$ cat config.mk
export PLATFORM = sky130hd
export DESIGN_NAME = neuron_param_loader
export DESIGN_NICKNAME = d
export VERILOG_FILES = /design/src/rtl/neuron_param_loader.sv
export SDC_FILE = /design/constraint.sdc
export NUM_CORES = 1
export LEC_CHECK = 0
export CAP_MARGIN = 20
export CORE_ASPECT_RATIO = 0.8
export CORE_MARGIN = 1
export CORE_UTILIZATION = 46
export DETAILED_ROUTE_END_ITERATION = 16
export HOLD_SLACK_MARGIN = 0.15
export MAX_ROUTING_LAYER = met4
export PLACE_DENSITY = 0.94
export REMOVE_ABC_BUFFERS = 1
export SYNTH_ARGS = -nofsm -noshare
export SYNTH_HDL_FRONTEND = slang
export SYNTH_SLANG_ARGS = --single-unit
$ cat constraint.sdc
create_clock -name clk -period 5.9 [get_ports clk]
set_clock_uncertainty 0.1 [all_clocks]
set_input_delay 1.18 -clock clk [delete_from_list [all_inputs] [get_ports clk]]
set_output_delay 1.18 -clock clk [all_outputs]
set_load 0.1 [all_outputs]
$ cat src/rtl/neuron_param_loader.sv
// neuron_param_loader: serialises a packed weight/bias stream to one layer.
// Ports: clk, rst_n (sync, active low), start; stream s_tdata/s_tvalid/
//   s_tlast/s_tready; neuron side weight_value/weight_valid, bias_value,
//   bias_valid (one-hot per neuron), config_layer_num, config_neuron_num;
//   status busy, done (pulse), error (sticky framing error).
// Optional: define LOADER_CHECKSUM_EN to add a 32-bit running checksum port.
module neuron_param_loader #(
    parameter int DATA_WIDTH  = 16,
    parameter int CFG_WIDTH   = 33,
    parameter int LAYER_NO    = 1,
    parameter int NUM_NEURONS = 32,
    parameter int NUM_WEIGHTS = 128
) (
    input  logic                   clk,
    input  logic                   rst_n,
    input  logic                   start,
    input  logic [DATA_WIDTH-1:0]  s_tdata,
    input  logic                   s_tvalid,
    input  logic                   s_tlast,
    output logic                   s_tready,
    output logic [DATA_WIDTH-1:0]  weight_value,
    output logic                   weight_valid,
    output logic [DATA_WIDTH-1:0]  bias_value,
    output logic [NUM_NEURONS-1:0] bias_valid,
    output logic [CFG_WIDTH-1:0]   config_layer_num,
    output logic [CFG_WIDTH-1:0]   config_neuron_num,
    output logic                   busy,
    output logic                   done,
    output logic                   error
`ifdef LOADER_CHECKSUM_EN
    ,
    output logic [31:0]            checksum
`endif
);

    localparam int WW = (NUM_WEIGHTS > 1) ? $clog2(NUM_WEIGHTS) : 1;
    localparam int NW = (NUM_NEURONS > 1) ? $clog2(NUM_NEURONS) : 1;
    localparam logic [WW-1:0] LAST_W = WW'(NUM_WEIGHTS - 1);
    localparam logic [NW-1:0] LAST_N = NW'(NUM_NEURONS - 1);

    typedef enum logic [1:0] {
        IDLE,
        WEIGHT,
        BIAS,
        FINISH
    } state_t;

    state_t        state;
    logic [WW-1:0] wcnt;
    logic [NW-1:0] ncnt;
    logic          hs;

    assign s_tready = (state == WEIGHT) || (state == BIAS);
    assign hs       = s_tvalid & s_tready;
    assign busy     = (state != IDLE);
    assign config_layer_num = busy ? CFG_WIDTH'(LAYER_NO) : '0;

    always_ff @(posedge clk) begin
        if (!rst_n) begin
            state             <= IDLE;
            wcnt              <= '0;
            ncnt              <= '0;
            weight_value      <= '0;
            weight_valid      <= 1'b0;
            bias_value        <= '0;
            bias_valid        <= '0;
            config_neuron_num <= '0;
            done              <= 1'b0;
            error             <= 1'b0;
        end else begin
            weight_valid <= 1'b0;
            bias_valid   <= '0;
            done         <= 1'b0;
            unique case (state)
                IDLE: begin
                    if (start) begin
                        error <= 1'b0;
                        wcnt  <= '0;
                        ncnt  <= '0;
                        state <= WEIGHT;
                    end
                end
                WEIGHT: begin
                    if (hs) begin
                        weight_valid      <= 1'b1;
                        weight_value      <= s_tdata;
                        config_neuron_num <= CFG_WIDTH'(ncnt);
                        // Early tlast: emit the word, then abort the load.
                        if (s_tlast) begin
                            error <= 1'b1;
                            state <= FINISH;
                        end else if (wcnt == LAST_W) begin
                            state <= BIAS;
                        end else begin
                            wcnt <= wcnt + 1'b1;
                        end
                    end
                end
                BIAS: begin
                    if (hs) begin
                        bias_valid        <= NUM_NEURONS'(1) << ncnt;
                        bias_value        <= s_tdata;
                        config_neuron_num <= CFG_WIDTH'(ncnt);
                        if (ncnt == LAST_N) begin
                            if (!s_tlast) error <= 1'b1;
                            state <= FINISH;
                        end else if (s_tlast) begin
                            error <= 1'b1;
                            state <= FINISH;
                        end else begin
                            ncnt  <= ncnt + 1'b1;
                            wcnt  <= '0;
                            state <= WEIGHT;
                        end
                    end
                end
                FINISH: begin
                    done  <= 1'b1;
                    state <= IDLE;
                end
            endcase
        end
    end

`ifdef LOADER_CHECKSUM_EN
    always_ff @(posedge clk) begin
        if (!rst_n) begin
            checksum <= '0;
        end else if (state == IDLE && start) begin
            checksum <= '0;
        end else if (hs) begin
            checksum <= checksum + 32'(s_tdata);
        end
    end
`endif

endmodule

## Word level (Yosys, flattened, before mapping)

Cells that the tools add are included.

| storage, ports and cells | value |
|---|---|
| register bits | 86 |
| input port bits | 21 |
| output and inout port bits | 135 |
| word-level logic and storage cells | 74 |

| cells by class | value |
|---|---|
| add/sub/neg operators | 2 |
| eq/ne operators | 14 |
| shift operators | 1 |
| muxes and demuxes | 31 |
| bitwise gates (word level) | 1 |
| reductions and logical operators | 15 |

Operators with widths:

| operator | number |
|---|---|
| $mux 7 | 7 |
| $shl 1x5->32 const A | 1 |
| $pmux 7 s3 | 1 |
| $mux 5 | 4 |
| $mux 2 | 7 |
| $ne 2x2->1 const B | 7 |
| $pmux 5 s2 | 1 |
| $reduce_and 5->1 | 2 |
| $mux 1 | 9 |
| $pmux 2 s4 | 1 |
| $reduce_and 2->1 | 4 |
| $reduce_and 8->1 | 1 |
| $add 7x1->7 const B | 1 |
| $eq 7x7->1 const B | 1 |
| $add 5x1->5 const B | 1 |
| $eq 5x5->1 const B | 1 |
| $eq 2x2->1 const B | 2 |
| $reduce_and 4->1 | 1 |
| $reduce_bool 2->1 | 2 |
| $ne 3x2->1 const B | 1 |
| $ne 3x3->1 const B | 1 |
| $pmux 1 s3 | 1 |
| $reduce_and 3->1 | 1 |
| $reduce_bool 3->1 | 1 |
| other kinds (5) | 5 |

## Longest topological paths before layout

| logic depth | value |
|---|---|
| depth after elaboration | 5 |
| gate-level depth with buffers | 8 |
| depth with buffers taken out | 7 |

## Worst setup path before layout

No wires, ideal clock.

| timing | value |
|---|---|
| kind | flip-flop to output port |
| start point | register state[0] |
| end point | output config_layer_num[0] |
| arrival time | 1.726 ns |
| required time | 4.620 ns |
| setup slack | 2.894 ns |
| stages on the path, launching flop included | 5 |
| buffers on the path | 1 |
| cell sequence | dfxtp_1 > inv_1 > ha_1 > inv_1 > buf_4 |

| on the way | value |
|---|---|
| word-level cells in the longest chain between the ends | 2 |

RTL lines:

| what | RTL line | text |
|---|---|---|
| start, declared | 48 | `state_t state;` |
| start signal, assigned | 60 | `state <= IDLE;` |
| start signal, assigned | 80 | `state <= WEIGHT;` |
| start signal, assigned | 91 | `state <= FINISH;` |
| $reduce_bool 2->1 | 55 | `assign busy = (state != IDLE);` |
| net busy | 27 | `output logic busy,` |
| $mux 1 | 56 | `assign config_layer_num = busy ? CFG_WIDTH'(LAYER_NO) : '0;` |
| end, declared | 25 | `output logic [CFG_WIDTH-1:0] config_layer_num,` |

The timed path passes the listed nets, and every way through them passes these cells.

## Worst setup path after layout

| timing | value |
|---|---|
| start point | register state[0] |
| end point | output s_tready |

| on the way | value |
|---|---|
| word-level cells in the longest chain between the ends | 2 |

RTL lines:

| what | RTL line | text |
|---|---|---|
| $eq 2x1->1 or $eq 2x2->1 (tied branches) | 53 | `assign s_tready = (state == WEIGHT) \|\| (state == BIAS);` |
| $logic_or 1x1->1 (*) | 53 |  |
| end, declared | 20 | `output logic s_tready,` |

Every way passes the cells marked *; elsewhere a longest branch is shown, timed or not.

==> metrics.md <==
| Metric | Value |
|---|---|
| Status | `finished, final reports clean` |
| Post-Route WL | `8920 um` |
| Vias | `3207` |
| Hold buffer count at CTS | `0` |
| Pin count of the biggest net entering global routing | `54` |
| CTS buffer count | `9` |
| Clock-pin slew on the worst setup and hold paths | `80 ps` |
| DR vias/cell | `5.042` |
| Setup Fix Bufs, Post-CTS | `0` |
| Setup Total Neg Slack | `0 ps` |
| Layout cells sized above 1 | `0.03409` |
| Antenna-violating nets left | `0` |
| CTS tree | `built` |
| Hpwl dp | `6395 um` |
| Die height | `82.85 um` |
| Pleak | `1.729 nW` |
| Worst r2r src | `ncnt[3]` |
| Ports | `156` |
| Worst vdd ir | `0.3859 mV` |
| DRT iter0 DRCs | `197` |
| Cell variety after synth | `47` |
| Nets | `559` |
| Avg Inst Size Synth | `8.523 um2` |
| #FFs+latches synth | `86` |
| Most used DFF post-synth | `dfxtp_1` |
| CP Launch Point | `state[0]` |
| Antenna violations before repair | `0` |
| Final Hold Viols | `0` |
| Crit path launch type | `register` |
| Fin util | `0.5924` |
| First-pass DRT Iterations | `4` |
| Gr usage total | `0.2160` |
| Worst-Margin Slew | `1007 ps` |
| EDFF count, synth | `0` |
| CP Data Required Time | `4620 ps` |
| HP Class | `reg -> reg` |
| Post-Syn Instances | `441` |
| Min cycle time layout | `3794 ps` |
| # rows | `29` |
| Core area | `0.007910 mm2` |
| Routed wire per std cell | `14.03 um` |
| N_diodes | `0` |
| Normalized max-slew margin | `0.3266` |
| Clock Sinks | `86` |
| Fmax | `0.2636 GHz` |
| GR Overflow Total | `0` |
| Final hold slack | `356.2 ps` |
| Crit-path max FO | `7` |
| Post-DP Area | `0.004496 mm2` |
| Clock Latency Late Sink | `350 ps` |
| Vias in the first global route | `2804` |
| GPL Wtd Cong | `0.8531` |
| Residual DRC count | `0` |
| Final setup violation count | `0` |
| Die area | `0.008539 mm2` |
| Power Density | `375.9 mW/mm2` |
| Die Wd | `103.1 um` |
| Clock tree buffer depth | `2` |
| Final worst-path cycle share | `0.6430` |
| Commonest non-fill, non-tap cells in the layout | `nand2_1 (99), clkdlybuf4s50_1 (95), dfxtp_1 (86), conb_1 (60), a21oi_1 (44)` |
| Unrepaired setup endpoints after global routing | `false` |
| Synth warn | `0` |
| Number of I/O port buffers | `95` |
| Max-cap violations | `0` |
| Most common cell after layout, fill and taps aside | `nand2_1` |
| Max-slew violations | `0` |
| Starting density of the core | `0.4752` |
| P&R area growth vs syn | `24.67%` |
| Worst setup EP type | `output pin` |
| HP Start | `config_neuron_num[1]` |
| Kind of critical path | `reg -> out` |
| Register area share after synthesis | `0.4581` |
| CTS root buffer | `clkbuf_8` |
| H-tree levels | `3` |
| Final instance area | `0.004686 mm2` |
| Ys async rst share | `0` |
| Mapped cell area | `0.003759 mm2` |
| First-pass GRT wire length | `13790 um` |
| Cts repair resizes | `0` |
| Fill cells | `695` |
| CP arrival | `2510 ps` |
path summary, 6_finish.rpt:
kind / end / slack, ps / depth (start not counted)
max reg2reg: wcnt[5] / 3600 / 6
min reg2reg: config_neuron_num[1] / 360 / 2
max: s_tready / 2110 / 3
min: config_neuron_num[1] / 360 / 2
state kept, by name (all words and copies together), names as in the netlist:
register / cells
bias_value: 16
ncnt: 5
done: 1
config_neuron_num: 5
weight_value: 16
error: 1
wcnt: 7
bias_valid: 32
state: 2
weight_valid: 1
logic make-up after synthesis:
family / after synthesis / synth area share
flip-flops: 86 / 0.4581
buffers and inverters: 94 / 0.1628
XOR/XNOR: 1 / 0.002331
AO/OA/AOI/OAI: 68 / 0.1079
other: 1 / 0.0009977
AND/OR/NAND/NOR: 176 / 0.2180
adder cells (fa/ha/maj): 15 / 0.04993
worst max-delay path: stages (launching register included):
cell and delay [ps]:
dfxtp_1 420, inv_1 140, ha_1 430, clkdlybuf4s50_1 1180
metal layers:
layer / share of wire / up-vias / track usage
li1: - / 1503 / -
met1: 0.40 / 1524 / 0.2532
met2: 0.50 / 165 / 0.3582
met3: 0.080 / 15 / 0.05387
met4: 0.018 / 0 / 0.07298
met5: 0 / - / -
synthesized netlist by cell type, types with 5 or more instances:
library cell	count	area share
a21oi_1	44	0.059
and3_1	5	0.0083
buf_4	62	0.12
clkbuf_1	15	0.015
dfxtp_1	86	0.46
ha_1	15	0.050
inv_1	10	0.010
nand2_1	99	0.099
nand2b_1	5	0.0083
nand4_1	10	0.017
nor2_1	24	0.024
nor3_1	12	0.016
per-stage QoR:
stage	setup slack [ps]	cells	power, mW
finish	2106	636	1.762
global route	2004	636	1.830
CTS	2110	636	1.762
detailed placement	2503	620	1.364
global placement	2578	620	1.345
floorplan	2765	417	1.226
area by class of cell:
type,instances,area (um2),share of cell area
Sequential cell,86,1722,0.3674
Multi-Input combinational cell,320,1647,0.3514
Timing Repair Buffer,95,950.9,0.2029
Tap cell,108,135.1,0.02884
Clock buffer,11,131.4,0.02804
Clock inverter,5,58.81,0.01255
Inverter,11,41.29,0.008812
power breakdown:
| part | internal [mW] | total, mW | switching [mW] |
|---|---|---|---|
| combinational | 0.140 | 0.733 | 0.592 |
| clock | 0.197 | 0.402 | 0.206 |
| sequential | 0.607 | 0.627 | 0.0201 |
No activity file was read; power rests on OpenSTA's default activity.
==> RTL edit 1 (same flow settings) <==
Re-encode `state_t` (4 states) as one-hot, 4 bits wide.
--- a/src/rtl/neuron_param_loader.sv
+++ b/src/rtl/neuron_param_loader.sv
@@ -40,7 +40,7 @@
 
-    typedef enum logic [1:0] {
-        IDLE,
-        WEIGHT,
-        BIAS,
-        FINISH
+    typedef enum logic [3:0] {
+        IDLE   = 4'b0001,
+        WEIGHT = 4'b0010,
+        BIAS   = 4'b0100,
+        FINISH = 4'b1000
     } state_t;
Function: same outputs for any inputs over 4 cycles, from zero or initial values and one cycle with rst_n low; so few cycles prove little.
==> RTL edit 1 against the unedited design <==
  * Design area increased by 3.3%
  * Routed wire length down 3.3%
  * Worst setup slack got worse by 0.16 ns
  * Hold slack improved by 0.0038 ns
  * Fmax down 4.0%
  * Non-clock buffer count is 4 higher
  * Sequential share of layout area decreased by 0.33 points
  * Utilization grew 1.4 points
  * Sequential cell count up 2
  * Area after synthesis rose by 1.8%
  * Synthesized cell count is 0.45% higher
Power is not compared: it rests on default switching activity, and its combinational part moved more than twofold at a synthesized area within 25%.
==> RTL edit 1: results (changes against the unedited design) <==
metric	value	unit	change
synth.area.top_cells	dfxtp_1, buf_4, nand2_1, a21oi_1, nor2_1		
postCtsSetupBuffers	0		unchanged
cts_buffer_depth	2		unchanged
dp_hpwl	6.107	mm	-4.5%
yosysWarnings	0		unchanged
async_reset_ff_share	0	%	unchanged
grt_pass1_wl	13.76	mm	-0.25%
hp-class	reg2reg		
arrival	2.67	ns	+0.16 ns
synthTopCellsByCount	dfxtp_1, nand2_1, buf_4		
wl_per_cell	13.46	µm	-4.0%
crit_fanout	12		+5
numCtsBuffers	9		unchanged
nets	558		-0.18%
p_leak	0.001820	µW	
antenna_found_initial	0		unchanged
first_iter_violations	197		unchanged
clk_pin_slew	0.09	ns	
synth.distinct_cells	52		+11%
dr.pass1.iters	5		+1
layout-drive-gt1-share	5.816	%	+2.4 points
clkLatencyLatePin	0.37	ns	+0.02 ns
gp_congestion	0.8995		+5.4%
top_regs	bias_valid x32, bias_value x16, weight_value x16		
ctsResizeCount	0		unchanged
ir_drop	0.1858	mV	
clockRootBuffer	clkbuf_8		
grt_pass1_vias	2895		+3.2%
n_antenna_cell	0		unchanged
totalWireLength	8.627	mm	-3.3%
status	complete, no violations		
dp_cells	625		+0.81%
relSlewSlack	32.14	%	-0.52 points
fill_cells	676		-2.7%
syn_inst	443		+0.45%
switchingPower	513.8	µW	
portBuffers	95		unchanged
hold_violations	0		unchanged
h-tree-depth	3		unchanged
place_area	4614	µm²	+2.6%
synth-seq-area-share	46.06	%	+0.25 points
grt_max_degree	28		-48%
synth_top_flop_cell	dfxtp_1		
via_count	3171		-1.1%
grt_use_total	20.60	%	-1.0 points
-- RTL edit 1: cells by family after synthesis --
group	count (synthesis)	synth area share [%]
flops	88	46.06
xor+xnor	1	0.2290
other cells	1	0.09804
buf+inv	93	15.57
compound gates	71	11.65
mux	6	1.570
fa+ha+maj	9	2.944
simple gates	174	21.88
-- RTL edit 1: worst paths after layout --
check                                     from        endpoint  slack (ns)  depth (start not counted)
worst max-delay path                  state[1]        s_tready        1.95                          3
worst min-delay path            bias_value[15]  bias_value[15]        0.36                          2
worst max register to register        state[2]  bias_valid[15]        3.41                          4
worst min register to register  bias_value[15]  bias_value[15]        0.36                          2
-- RTL edit 1: critical path, stage by stage, from the launching register on --
cell and delay, ns:
dfxtp_1 0.59, xor2_1 0.35, and2_1 0.21, clkdlybuf4s50_1 1.15
-- RTL edit 1: per-stage QoR --
stage	total power, µW	setup WS (ns)	util (%)
2_1_floorplan	899.4	2.360	-
3_3_place_gp	949.9	2.295	57.62
3_5_place_dp	954.1	2.184	57.81
4_1_cts	1413	1.945	60.61
5_1_grt	1455	1.837	60.61
6_report	1408	1.950	60.61
-- RTL edit 1: power by group through the flow --
| stage | logic (µW) | registers (µW) | clock network (µW) |
|---|---|---|---|
| 2_1_floorplan | 240 | 659 | 0 |
| 3_3_place_gp | 325 | 625 | 0 |
| 3_5_place_dp | 328 | 626 | 0 |
| 4_1_cts | 329 | 612 | 472 |
| 5_1_grt | 340 | 614 | 501 |
| 6_report | 330 | 612 | 466 |
-- RTL edit 1: per-layer routing --
metal	vias to the layer above	GRT usage, %	share of wire, %
li1	1536	-	-
met1	1468	22.73	42
met2	154	35.33	49
met3	13	6.635	7.5
met4	0	6.623	1.3
met5	-	-	0
-- RTL edit 1: final cells by class --
cell class / instances / area share (%)
Multi-Input combinational cell: 321 / 35.04
Sequential cell: 88 / 36.41
Tap cell: 108 / 2.793
Clock inverter: 7 / 2.069
Clock buffer: 9 / 2.560
Inverter: 9 / 0.6982
Timing Repair Buffer: 99 / 20.43
==> RTL edit 2 (same flow settings) <==
Made on the original files. The parameter `CFG_WIDTH` goes from 33 to 25.
--- a/src/rtl/neuron_param_loader.sv
+++ b/src/rtl/neuron_param_loader.sv
@@ -8,3 +8,3 @@
     parameter int DATA_WIDTH  = 16,
-    parameter int CFG_WIDTH   = 33,
+    parameter int CFG_WIDTH   = 25,
     parameter int LAYER_NO    = 1,
Ports: changed (resized config_layer_num and config_neuron_num); port bits go from 156 to 140. The function was not compared with the original's and may differ.
==> RTL edit 2 against the unedited design <==
  * Largest power group unchanged
  * Area after synthesis fell by 3.2%
  * Total power increased by 0.44%
  * Critical path depth unchanged
  * Worst setup slack worse by 0.0066 ns
  * Sequential cell count is the same
  * Die area decreased by 3.1%
  * Combinational power is 6.1% lower
  * Sequential share of layout area up 0.24 points
  * Design area fell by 0.64%
  * Routed wire length shrank 3.2%
  * Via count is 2.6% lower
  * Synthesized cell count down 3.6%
==> RTL edit 2: results (changes against the unedited design) <==
metric	value	unit	change
synthAdderAreaFrac	5.158	%	+0.16 points
grt_use_total	21.44	%	-0.16 points
preCtsSetupSlack	2.496	ns	-0.007240 ns
relSlewSlack	32.53	%	-0.13 points
p_leak	0.001701	µW	-1.6%
grt_pass1_wl	13.18	mm	-4.5%
dp_cells	601		-3.1%
nets	543		-2.9%
via_count	3123		-2.6%
synthXorXnorAreaFrac	0.2407	%	+0.0077 points
r2r_setup_slack	3.59	ns	about the same
dp_hpwl	6.158	mm	-3.7%
grt_pass1_vias	2718		-3.1%
totalWireLength	8.637	mm	-3.2%
fill_cells	622		-11%
r2r_start	ncnt[0]		
reg2regPathDepth	7		+1
syn_area_per_cell	8.561	µm²	+0.45%
routed_via_density	5.062		+0.38%
fin_crit_sh	64.41	%	+0.11 points
status	complete, no violations		
synthTopCellsByCount	nand2_1, dfxtp_1, buf_4		
timing.rr.end	wcnt[1]		
synth-seq-area-share	47.32	%	+1.5 points
layout-drive-gt1-share	3.711	%	+0.30 points
## RTL edit 2: final cells by class
cell class	count	area share, %
Clock buffer	11	3.037
Clock inverter	5	1.774
Inverter	11	0.8869
Multi-Input combinational cell	304	34.08
Sequential cell	86	36.98
Tap cell	105	2.822
Timing Repair Buffer	95	20.42
## RTL edit 2: per-layer routing
layer  up-vias  track usage [%]  routed length [µm]
met4         0            8.696                  97
met5         -                -                   0
met2       135            35.31                4150
met3        10            4.170                 632
met1      1490            26.06                3755
li1       1488                -                   -
## RTL edit 2: cells by family after synthesis
family,after synthesis
AOI/OAI and AO/OA,68
other,1
and+or+nand+nor,176
xor gates and xnor gates,1
adders and majority gates,15
buffers and inverters,78
DFF,86
## RTL edit 2: worst min path at each step
stage / startpoint / cells after the start / end
2_1_floorplan: wcnt[1] / 2 / wcnt[1]
3_3_place_gp: weight_value[4] / 2 / weight_value[4]
3_5_place_dp: config_neuron_num[4] / 2 / config_neuron_num[4]
4_1_cts: bias_value[14] / 2 / bias_value[14]
5_1_grt: bias_value[14] / 2 / bias_value[14]
6_report: bias_value[14] / 2 / bias_value[14]
## RTL edit 2: worst min-delay path: cells and delay by family (launching register included)
kind	cells	cell delay, ns
simple gates	1	0.05
flops	1	0.31
compound gates	1	0.05
## RTL edit 2: through the flow
stage,cell area (µm²),hold slack [ns]
finish,4656,0.3572
global route,4656,0.3753
CTS,4656,0.3580
detailed placement,4432,0.3468
global placement,4432,0.3413
floorplan,3349,0.3612
## RTL edit 2: power by group through the flow
stage / clock, µW / sequential [µW] / combinational [µW]
after global routing: 487 / 630 / 720
after global placement: 0 / 637 / 663
final: 455 / 627 / 688
after detailed placement: 0 / 640 / 678
after CTS: 461 / 626 / 681
after floorplan: 0 / 773 / 409
